**config.mk**
```make
export PLATFORM = sky130hd
export DESIGN_NAME = instr_encoder
export DESIGN_NICKNAME = d
export VERILOG_FILES = /design/src/rtl/mips_pkg.sv /design/src/rtl/instr_word_pack.sv /design/src/rtl/instr_encoder.sv
export SDC_FILE = /design/constraint.sdc
export NUM_CORES = 1
export LEC_CHECK = 0
export ABC_AREA = 1
export CAP_MARGIN = 15
export CORE_MARGIN = 2
export CORE_UTILIZATION = 40
export CTS_CLUSTER_SIZE = 16
export DETAILED_ROUTE_END_ITERATION = 8
export PLACE_DENSITY_LB_ADDON = 0.1
export SKIP_CTS_REPAIR_TIMING = 1
export SLEW_MARGIN = 20
export SYNTH_ARGS = -nofsm -noshare
export SYNTH_HDL_FRONTEND = slang
export SYNTH_SLANG_ARGS = --single-unit
```
**constraint.sdc**
```tcl
create_clock -name clk -period 1.65 [get_ports clk]
set_clock_uncertainty 0.05 [all_clocks]
set_input_delay 0.4125 -clock clk [delete_from_list [all_inputs] [get_ports clk]]
set_output_delay 0.4125 -clock clk [all_outputs]
set_load 0.01 [all_outputs]
```
**src/rtl/mips_pkg.sv**
```systemverilog
// Shared MIPS encoding constants for the program loader and the instruction decoder.
// Holds the symbolic op enum, opcode/func fields and the loader FSM state type.
package mips_pkg;

  typedef enum logic [3:0] {
    ENC_ADDU  = 4'd0,
    ENC_OR    = 4'd1,
    ENC_ADDIU = 4'd2,
    ENC_SW    = 4'd3,
    ENC_LW    = 4'd4,
    ENC_BNE   = 4'd5,
    ENC_J     = 4'd6,
    ENC_JAL   = 4'd7
  } enc_op_t;

  localparam logic [5:0] OPC_R     = 6'h00;
  localparam logic [5:0] OPC_ADDIU = 6'h09;
  localparam logic [5:0] OPC_SW    = 6'h2B;
  localparam logic [5:0] OPC_LW    = 6'h23;
  localparam logic [5:0] OPC_BNE   = 6'h05;
  localparam logic [5:0] OPC_J     = 6'h02;
  localparam logic [5:0] OPC_JAL   = 6'h03;

  localparam logic [5:0] FUNC_ADDU = 6'h21;
  localparam logic [5:0] FUNC_OR   = 6'h25;

  typedef enum logic {
    ST_IDLE = 1'b0,
    ST_PAD  = 1'b1
  } enc_state_t;

  // Ops whose word is followed by a branch delay slot.
  function automatic logic is_ctl_op(input logic [3:0] op);
    return (op == ENC_BNE) || (op == ENC_J) || (op == ENC_JAL);
  endfunction

endpackage

```
**src/rtl/instr_word_pack.sv**
```systemverilog
// Combinational packer: symbolic op plus fields -> 32-bit MIPS word.
// word_o is zero and valid_o low for op codes outside the enc_op_t range.
module instr_word_pack
  import mips_pkg::*;
(
  input  logic [3:0]  op_i,
  input  logic [4:0]  rs_i,
  input  logic [4:0]  rt_i,
  input  logic [4:0]  rd_i,
  input  logic [15:0] imm_i,
  input  logic [25:0] target_i,
  output logic [31:0] word_o,
  output logic        valid_o
);

  always_comb begin
    word_o  = 32'h0000_0000;
    valid_o = 1'b1;
    case (op_i)
      ENC_ADDU:  word_o = {OPC_R, rs_i, rt_i, rd_i, 5'h00, FUNC_ADDU};
      ENC_OR:    word_o = {OPC_R, rs_i, rt_i, rd_i, 5'h00, FUNC_OR};
      ENC_ADDIU: word_o = {OPC_ADDIU, rs_i, rt_i, imm_i};
      ENC_SW:    word_o = {OPC_SW, rs_i, rt_i, imm_i};
      ENC_LW:    word_o = {OPC_LW, rs_i, rt_i, imm_i};
      ENC_BNE:   word_o = {OPC_BNE, rs_i, rt_i, imm_i};
      ENC_J:     word_o = {OPC_J, target_i};
      ENC_JAL:   word_o = {OPC_JAL, target_i};
      default:   valid_o = 1'b0;
    endcase
  end

endmodule

```
**src/rtl/instr_encoder.sv**
```systemverilog
// Program loader: packs symbolic requests into MIPS words and writes them sequentially.
// Define INSTR_ENCODER_DELAY_SLOT_PAD_EN to append a nop after every BNE/J/JAL.
module instr_encoder
  import mips_pkg::*;
#(
  parameter int ADDR_W    = 10,
  parameter int DEPTH     = 1024,
  parameter int BASE_ADDR = 0
) (
  input  logic              clk,
  input  logic              rst,
  input  logic              flush,
  input  logic              req_valid,
  output logic              req_ready,
  input  logic [3:0]        req_op,
  input  logic [4:0]        req_rs,
  input  logic [4:0]        req_rt,
  input  logic [4:0]        req_rd,
  input  logic [15:0]       req_imm,
  input  logic [25:0]       req_target,
  output logic              mem_we,
  output logic [ADDR_W-1:0] mem_addr,
  output logic [31:0]       mem_wdata,
  output logic [ADDR_W:0]   count,
  output logic              full,
  output logic              err
);

`ifdef INSTR_ENCODER_DELAY_SLOT_PAD_EN
  localparam int FULL_AT = DEPTH - 1;
`else
  localparam int FULL_AT = DEPTH;
`endif
  localparam logic [ADDR_W:0]   FULL_LVL = (ADDR_W+1)'(FULL_AT);
  localparam logic [ADDR_W-1:0] BASE     = ADDR_W'(BASE_ADDR);
  localparam logic [ADDR_W:0]   ONE      = (ADDR_W+1)'(1);

  enc_state_t        state_q, state_d;
  logic [ADDR_W:0]   count_q, count_d;
  logic              err_q, err_d;
  logic              we_q, we_d;
  logic [ADDR_W-1:0] addr_q, addr_d;
  logic [31:0]       wdata_q, wdata_d;
  logic [31:0]       pk_word_s;
  logic              pk_valid_s;
  logic              accept_s;
  logic [ADDR_W-1:0] wr_addr_s;

  instr_word_pack u_pack (
    .op_i     (req_op),
    .rs_i     (req_rs),
    .rt_i     (req_rt),
    .rd_i     (req_rd),
    .imm_i    (req_imm),
    .target_i (req_target),
    .word_o   (pk_word_s),
    .valid_o  (pk_valid_s)
  );

  assign full      = (count_q >= FULL_LVL);
  assign req_ready = (state_q == ST_IDLE) && !full && !flush;
  assign accept_s  = req_valid && req_ready;
  assign wr_addr_s = BASE + count_q[ADDR_W-1:0];

  // flush wins over accept and pad; a write already on mem_we still completes.
  always_comb begin
    state_d = state_q;
    count_d = count_q;
    err_d   = err_q;
    we_d    = 1'b0;
    addr_d  = addr_q;
    wdata_d = wdata_q;
    if (flush) begin
      state_d = ST_IDLE;
      count_d = '0;
      err_d   = 1'b0;
    end else begin
      case (state_q)
        ST_IDLE: begin
          if (accept_s && pk_valid_s) begin
            we_d    = 1'b1;
            addr_d  = wr_addr_s;
            wdata_d = pk_word_s;
            count_d = count_q + ONE;
`ifdef INSTR_ENCODER_DELAY_SLOT_PAD_EN
            state_d = is_ctl_op(req_op) ? ST_PAD : ST_IDLE;
`endif
          end else if (accept_s) begin
            err_d = 1'b1;
          end else begin
            state_d = ST_IDLE;
          end
        end
        ST_PAD: begin
`ifdef INSTR_ENCODER_DELAY_SLOT_PAD_EN
          we_d    = 1'b1;
          addr_d  = wr_addr_s;
          wdata_d = 32'h0000_0000;
          count_d = count_q + ONE;
`endif
          state_d = ST_IDLE;
        end
        default: state_d = ST_IDLE;
      endcase
    end
  end

  always_ff @(posedge clk) begin
    if (rst) begin
      state_q <= ST_IDLE;
      count_q <= '0;
      err_q   <= 1'b0;
      we_q    <= 1'b0;
      addr_q  <= '0;
      wdata_q <= 32'h0000_0000;
    end else begin
      state_q <= state_d;
      count_q <= count_d;
      err_q   <= err_d;
      we_q    <= we_d;
      addr_q  <= addr_d;
      wdata_q <= wdata_d;
    end
  end

  assign mem_we    = we_q;
  assign mem_addr  = addr_q;
  assign mem_wdata = wdata_q;
  assign count     = count_q;
  assign err       = err_q;

endmodule
```
-- Word level (Yosys, flattened, before mapping)
Cells that the tools add are included.
- register bits: 55
- input port bits: 65
- output and inout port bits: 57
- add/sub/neg operators: 1
- $lt $le $gt $ge: 1
- eq/ne operators: 7
- multiplexer cells: 3
- bitwise gates (word level): 2
- reduce and logical (&&, ||, !) cells: 10
- operator list (kind ; count):
    case mux 32 bit (8 select lines) ; 1
    equality test 4 x 3 -> 1 bit (second input constant) ; 4
    adder 11 x 1 -> 11 bit (second input constant) ; 1
    >= comparator 11 bit (second input constant) ; 1
    equality test 4 x 2 -> 1 bit (second input constant) ; 2
    OR reduction 8 bit ; 1
    equality test 4 x 1 -> 1 bit (second input constant) ; 1
    zero test 4 bit ; 1
    AND reduction 2 bit ; 2
    logical AND 1 bit ; 3
    zero test 1 bit ; 2
    two-way mux 1 bit ; 2
    NOT 1 bit ; 2
    OR reduction 2 bit ; 1

-- Depth between registers and ports, before layout
Gate-level depths: netlist (run 1).
- depth after elaboration: 7
- depth in mapped cells: 8

-- Cells and area by module
A second synthesis (run 1) with hierarchy kept.
- cells, all modules: 397
- area, all modules: 2671.3 um^2
- modules (own cells, without submodules) (module ; times used ; cells each ; area each (um^2) ; sequential area each (um^2)):
    instr_encoder ; 1 ; 270 ; 2074.5 ; 1101.1
    instr_word_pack ; 1 ; 127 ; 596.8 ; 0.0

-- Least setup slack after synthesis (run 1)
OpenSTA, ideal clock, no wires.
- path kind: in2reg
- from: in flush
- to: reg count_q[5] (netlist: count[5])
- library setup time: 0.119 ns
- arrival: 1.105 ns
- data required time: 1.481 ns
- setup slack: 0.375 ns
- cell stages on the path: 7
- path buffers: 1
- cell sequence: nor2_4 nand3_4 inv_2 buf_6 nand2_1 o21ai_0 a21oi_1
- longest elaborated chain between the ends: 4
- elaborated cells on any way between the ends: 5
- classes of those cells: 5 x reduce/logical
- ends and longest elaborated chain (element ; line ; source):
    from (decl) ; instr_encoder.sv:12 ; input logic flush,
    zero test 1 bit ; instr_encoder.sv:61 ; assign req_ready = (state_q == ST_IDLE) && !full && !flush;
    logical AND 1 bit ; instr_encoder.sv:61 ;
    logical AND 1 bit ; instr_encoder.sv:62 ; assign accept_s = req_valid && req_ready;
    logical AND 1 bit ; instr_encoder.sv:80 ; if (accept_s && pk_valid_s) begin
    to (signal assigned) ; instr_encoder.sv:118 ; count_q <= count_d;
    to (decl) ; instr_encoder.sv:39 ; logic [ADDR_W:0] count_q, count_d;
Parallel ways exist; a longest one is shown, timed or not.
A chain may end at the register's enable or synchronous reset.

-- Final worst setup path (run 1)
- from: reg we_q (netlist: mem_we)
- to: out mem_we
- RTL lines (element ; line ; source):
    from (decl) ; instr_encoder.sv:41 ; logic we_q, we_d;
    from (signal assigned) ; instr_encoder.sv:120 ; we_q <= we_d;
    to (decl) ; instr_encoder.sv:21 ; output logic mem_we,
No word-level cell between the ends.

==> results of run 1 <==
==> cell usage after synthesis <==
library cell	n
conb_1	1
o21a_1	1
inv_1	20
buf_4	2
inv_2	3
o21ai_1	19
o21ai_0	17
nor3_1	4
a21oi_1	62
dfxtp_1	54
nand2_2	1
nand3_4	1
o21bai_1	1
ha_1	2
nor2_2	1
buf_2	5
nand3b_1	1
nand2_1	75
nand4_1	2
buf_6	5
nand3_1	8
a211oi_1	1
nor2_4	2
a31oi_1	10
nor2_1	23
clkbuf_1	5
clkbuf_2	1
==> worst max path at each step <==
stage	end	slack (ns)	cells after the start
finish	mem_we	0.05	1
global route	mem_we	0.01	1
CTS	req_ready	-0.33	3
detailed placement	req_ready	-0.33	3
global placement	req_ready	-0.32	3
floorplan	count[5]	0.38	7
==> flip-flops by register name, summed over array words and instances, names as in the netlist <==
name       count
err            1
count         11
mem_addr      10
mem_wdata     31
mem_we         1
==> metrics by stage <==
stage	hold slack (ns)	TNS [ns]	instance area, um2
final	0.416	0	4210
after detailed placement	0.401	-10.09	3900
after global routing	0.443	0	4210
after CTS	0.422	-1.84	4010
after global placement	0.402	-8.64	3900
after floorplan	0.434	0	2390
==> per-layer routing <==
metal	track usage	share of wire
met1	0.303	0.46
met2	0.343	0.45
met3	0.0544	0.073
met4	0.0644	0.015
met5	0	0
==> kinds of logic (layout without fill, tap and decap cells) <==
| kind of cell | after synthesis | count (layout) |
|---|---|---|
| fa+ha+maj | 2 | 2 |
| flops | 54 | 54 |
| simple gates | 118 | 118 |
| other cells | 1 | 1 |
| buf+inv | 41 | 186 |
| compound gates | 111 | 111 |
==> power by group <==
part	switching, mW	leakage (nW)	internal [mW]
registers	0.0213	0.442	1.35
clock network	0.425	0.0579	0.447
logic	0.210	2.07	0.302
==> cell type report <==
type / count / area, um2
timing repair buffer: 155 / 1720
fill: 464 / 1640
multi-input combinational: 232 / 1110
sequential: 54 / 1090
inverter: 23 / 93.8
tap: 75 / 93.8
clock buffer: 5 / 68.8
clock inverter: 3 / 40.0
==> results.ini, run 1 <==
[worst_setup_path]
rr_endpoint = mem_wdata[0]
timing.rr.start = count[10]
end_kind = output pin
critPathTopFamily = buffers and inverters
cp_data_arrival_time_ns = 1.14
crit_path_start_kind = flip-flop
reg2regPathDepth = 7
path_buf_inv = 1
crit_slowest_cell = clkdlybuf4s50_1
worst-path-max-fanout = 1
r2r_slack_ns = 0.18
cp_cell_sequence = clkdlybuf4s50_1
slowest_delay_ns = 0.52
crit_type = reg2out
critPathRequiredTime_ns = 1.19
startpoint = mem_we

[global_route]
gr-total-overflow = 0
grt_pass1_vias = 2439
grt_antenna_before_repair = 0
grt_usage = 0.221
grt_pass1_wl_um = 11500
grt_max_degree = 34

[die]
coreArea_um2 = 5850
dieArea_um2 = 6620
num_io_pins = 122
die-height_um = 81.3
start_util = 0.409
fp-row-count = 28
die_w_um = 81.3

[logic_synthesis]
syn-num-nets = 394
synth_warnings = 0
synthXorXnorAreaFrac = 0
netlist.top_cell.by_area = dfxtp_1
netlist_area_um2 = 2390
synth-seq-cells = 54
avgSynthCellArea_um2 = 7.32
synthAdderAreaFrac = 0.0105
synth_compound_area_frac = 0.241
ys_types = 27
syn_inst = 327
synth_top_area_frac = 0.452
ys_seq_area_frac = 0.452
synth_area_leaders = dfxtp_1 (45%), a21oi_1 (13%), nand2_1 (12%)
synthSimpleGateAreaFrac = 0.209
synth_top_family_by_area = compound AO/OA/AOI/OAI gates
muxShareOfSynthArea = 0

[pwr]
power_mw = 2.75
power_density_nw_per_um2 = 653
vdd_drop_max_mv = 0.432
power.leakage_nw = 2.57

[timing]
finalHoldViolations = 0
setup_slack_ns = 0.0462
rsz0062_at_grt = false
finalMaxSlewViolations = 0
fmax_ghz = 0.624
finalSetupViolCount = 0
min_period_ns = 1.60
finalCritPeriodShare = 0.972

[route]
routed-via-count = 2690
wl_per_cell_um = 13.9
ant_nets = 0
drt_iter0_drc = 150
wirelength_um = 7620
firstDrtPassIters = 4
via_per_inst = 4.92
drc = 0

[layout]
layout.cells.non_filler = 547
fin_nets = 538
fin_util = 0.720
layout_common_cells = nand2_1 (75), a21oi_1 (62), clkdlybuf4s50_1 (62)
antenna_cells = 0
layout-drive-gt1-share = 0.125
area_growth_syn_to_layout_pct = 76.1
layout_commonest_cell = nand2_1

[min_path]
hold_end = mem_addr[8]
whs_path_depth = 2
hold_class = reg2reg
min_from = mem_addr[8]

[clocking]
htree_levels = 2
cts-root-buf = clkbuf_8
clk_pin_slew_worst_paths_ns = 0.09
clk_path_buf_depth = 2
numClockSinks = 54
cts_inserted_buffers = 5
cts_tree = built
clock_latency_ns = 0.30

[placed_design]
port-buffer-count = 120
dp_slack_ns = -0.328
dp_hpwl_um = 5350
place.gp.congestion = 0.821
dp.cells = 537

[flow_run]
cap_violations = 0

[outcome]
run_status = finished, final reports clean

Note: power is estimated with default switching activity, not from simulation.
==> run 2, diff against run 1 <==
Settings changed: ABC_AREA 1 to unset.
==> run 2 against run 1 <==
  * Non-clock buffer count up 4
  * The run now ends with negative setup slack left
  * Clock-buffer cell count up 2
  * Cell area up 3.7%
  * Sequential power about the same
  * Combinational power up 6.6%
  * Sequential share of layout area down 0.84 points
  * Largest cell class unchanged
  * Global-route usage down 1.5 points
  * Critical path type is now reg2reg
  * Register-to-register slack worse by 0.20 ns
  * Via count up 0.33%
  * Utilization up 1.8 points
==> results.ini, run 2 <==
[pwr]
vdd_drop_max_mv = 0.332  ; was 0.432 mV
power_density_nw_per_um2 = 609  ; was 653 nW/um2
power.leakage_nw = 2.55  ; was 2.57 nW

[flow_run]
cap_violations = 0  ; unchanged

[worst_setup_path]
crit_slowest_cell = or4b_4  ; was clkdlybuf4s50_1
slowest_delay_ns = 0.59  ; was 0.52 ns
worst-path-max-fanout = 8  ; was 1
critPathRequiredTime_ns = 1.79  ; was 1.19 ns
critPathTopFamily = simple AND/OR/NAND/NOR gates  ; was buffers and inverters
r2r_slack_ns = -0.02  ; was 0.18 ns
crit_path_start_kind = flip-flop  ; unchanged
cp_cell_sequence = or4b_4 > buf_12 > o31ai_1 > a21oi_2  ; was clkdlybuf4s50_1
timing.rr.start = count[10]  ; unchanged
reg2regPathDepth = 4  ; was 7
path_buf_inv = 1  ; unchanged
crit_type = reg2reg  ; was reg2out
cp_data_arrival_time_ns = 1.81  ; was 1.14 ns
end_kind = flip-flop  ; was output pin
rr_endpoint = count[5]  ; was mem_wdata[0]

[route]
routed-via-count = 2699  ; was 2,690
via_per_inst = 5.25  ; was 4.92
drc = 0  ; unchanged
topRoutingLayerUsed = met4  ; unchanged
drt-met1-wl_um = 3180  ; was 3540 um
firstDrtPassIters = 6  ; was 4
wirelength_um = 7500  ; was 7620 um
dr_wl_met2_um = 3840  ; was 3410 um
routed-wl-met3_um = 428  ; was 554 um
drt_iter0_drc = 95  ; was 150
ant_nets = 0  ; unchanged
wl_per_cell_um = 14.6  ; was 13.9 um

[timing]
setup_slack_ns = -0.0242  ; was 0.0462 ns
rsz0062_at_grt = true  ; was false
finalHoldViolations = 0  ; unchanged
finalMaxSlewViolations = 0  ; unchanged
min_period_ns = 1.67  ; was 1.60 ns
finalSetupViolCount = 3  ; was 0
finalCritPeriodShare = 1.01  ; was 0.972
fmax_ghz = 0.597  ; was 0.624 GHz

[placed_design]
dp_hpwl_um = 5440  ; was 5350 um
dpl-instance-area_um2 = 4020  ; was 3900 um2
place.gp.congestion = 0.790  ; was 0.821
port-buffer-count = 120  ; unchanged

[clocking]
cts-root-buf = clkbuf_8  ; unchanged
htree_levels = 2  ; unchanged
numClockSinks = 54  ; unchanged
cts_inserted_buffers = 5  ; unchanged
clk_pin_slew_worst_paths_ns = 0.10  ; was 0.09 ns
clk_path_buf_depth = 2  ; unchanged
clock_latency_ns = 0.29  ; was 0.30 ns
cts_tree = built  ; unchanged

[logic_synthesis]
synthArstFlopShare = 0  ; unchanged
ys_types = 40  ; was 27
synth_area_leaders = dfxtp_1 (44%), nand2_1 (8.4%), a311oi_1 (6.1%)  ; was dfxtp_1 (45%), a21oi_1 (13%), nand2_1 (12%)
ys_top_cells_by_count = nand2_1 (55), dfxtp_1 (54), nor2_1 (32)  ; was nand2_1 (75), a21oi_1 (62), dfxtp_1 (54)
avgSynthCellArea_um2 = 8.16  ; was 7.32 um2
synthFlopType = dfxtp_1  ; unchanged
synth_top_area_frac = 0.440  ; was 0.452
netlist.top_cell.by_area = dfxtp_1  ; unchanged
ys_seq_area_frac = 0.440  ; was 0.452
synth.most_common_cell = nand2_1  ; unchanged
syn-num-nets = 368  ; was 394
syn_inst = 301  ; was 327
synth_warnings = 0  ; unchanged
netlist_area_um2 = 2460  ; was 2390 um2
synth_edf_count = 0  ; unchanged
synth-seq-cells = 54  ; unchanged

[layout]
fin_util = 0.738  ; was 0.720
fin_area_um2 = 4370  ; was 4210 um2
layout_commonest_cell = dlymetal6s2s_1  ; was nand2_1
fillers = 468  ; was 464
antenna_cells = 0  ; unchanged
layout-drive-gt1-share = 0.155  ; was 0.125
layout_common_cells = dlymetal6s2s_1 (61), clkdlybuf4s50_1 (58), nand2_1 (55)  ; was nand2_1 (75), a21oi_1 (62), clkdlybuf4s50_1 (62)
largest_reg_flops = 31  ; unchanged
fin_nets = 505  ; was 538
area_growth_syn_to_layout_pct = 77.8  ; was 76.1%

[outcome]
violations = negative setup slack
run_status = complete, but fails checks  ; was finished, final reports clean

[die]
num_io_pins = 122  ; unchanged
dieArea_um2 = 6790  ; was 6620 um2
fp-row-count = 28  ; unchanged
coreArea_um2 = 5920  ; was 5850 um2
die_w_um = 82.4  ; was 81.3 um
start_util = 0.415  ; was 0.409
die-height_um = 82.4  ; was 81.3 um

[min_path]
hold_class = in2reg  ; was reg2reg
hold_end = mem_wdata[12]  ; was mem_addr[8]
min_from = rst  ; was mem_addr[8]
whs_path_depth = 2  ; unchanged

[global_route]
grt_pass1_vias = 2363  ; was 2,439
grt_max_degree = 25  ; was 34
grt_antenna_before_repair = 0  ; unchanged
grt_usage = 0.206  ; was 0.221
grt_pass1_wl_um = 10900  ; was 11,500 um
gr-total-overflow = 0  ; unchanged

-- run 2: cell types whose count changed after synthesis, moves of 11 or more --
cell,delta
a21oi_1,-42
nand2_1,-20
o21ai_1,-19
a311oi_1,+17
o21ai_0,-14
inv_1,-12
clkbuf_1,+11
-- run 2: stage by stage --
step	total power [mW]	cells	hold WS (ns)	setup slack, ns	setup TNS, ns
after detailed placement	1.93	504	0.396	-0.558	-24.88
final	2.66	514	0.369	-0.0242	-0.0702
after global routing	2.78	514	0.367	-0.0645	-0.223
after CTS	2.69	512	0.340	-0.492	-10.48
after global placement	1.92	504	0.391	-0.548	-22.88
after floorplan	1.59	301	0.426	0.00309	0
-- run 2: how the worst max path moves through the flow --
stage | start | end | slack [ns] | cells past startpoint
after floorplan | req_op[3] | count[9] | 0.003 | 4
after global placement | req_op[3] | count[3] | -0.55 | 5
after detailed placement | req_op[3] | mem_wdata[26] | -0.56 | 5
after CTS | flush | req_ready | -0.49 | 4
after global routing | count[10] | count[3] | -0.06 | 4
final | count[10] | count[5] | -0.02 | 4
-- run 2: cell families (layout without fill, tap and decap cells) --
group,after synthesis,count (layout),share of synthesized area
AO/OA/AOI/OAI,70,70,0.205
adder cells (fa/ha/maj),2,2,0.0102
flip-flops,54,54,0.440
other,1,1,0.00153
XOR/XNOR,2,2,0.00713
buffers and inverters,37,175,0.0631
multiplexers,6,6,0.0244
AND/OR/NAND/NOR,129,129,0.249
-- run 2: routing by layer --
metal	vias to the layer above	global-route usage
li1	1352	-
met1	1267	0.261
met2	76	0.348
met3	4	0.0565
met4	0	0.0450
met5	-	0
-- run 2: final cells by class --
type / instances / area, um2 / share of cell area
clock buffer: 7 / 86.3 / 0.0198
clock inverter: 1 / 5.00 / 0.00115
inverter: 8 / 30.0 / 0.00687
multi-input combinational: 210 / 1300 / 0.297
sequential: 54 / 1090 / 0.250
tap: 75 / 93.8 / 0.0215
timing repair buffer: 159 / 1760 / 0.403
-- run 2: power breakdown --
part | leakage (nW) | total [mW] | internal (mW) | switching [mW]
Sequential | 0.443 | 1.36 | 1.34 | 0.0171
Clock | 0.0482 | 0.760 | 0.340 | 0.420
Combinational | 2.06 | 0.546 | 0.321 | 0.225
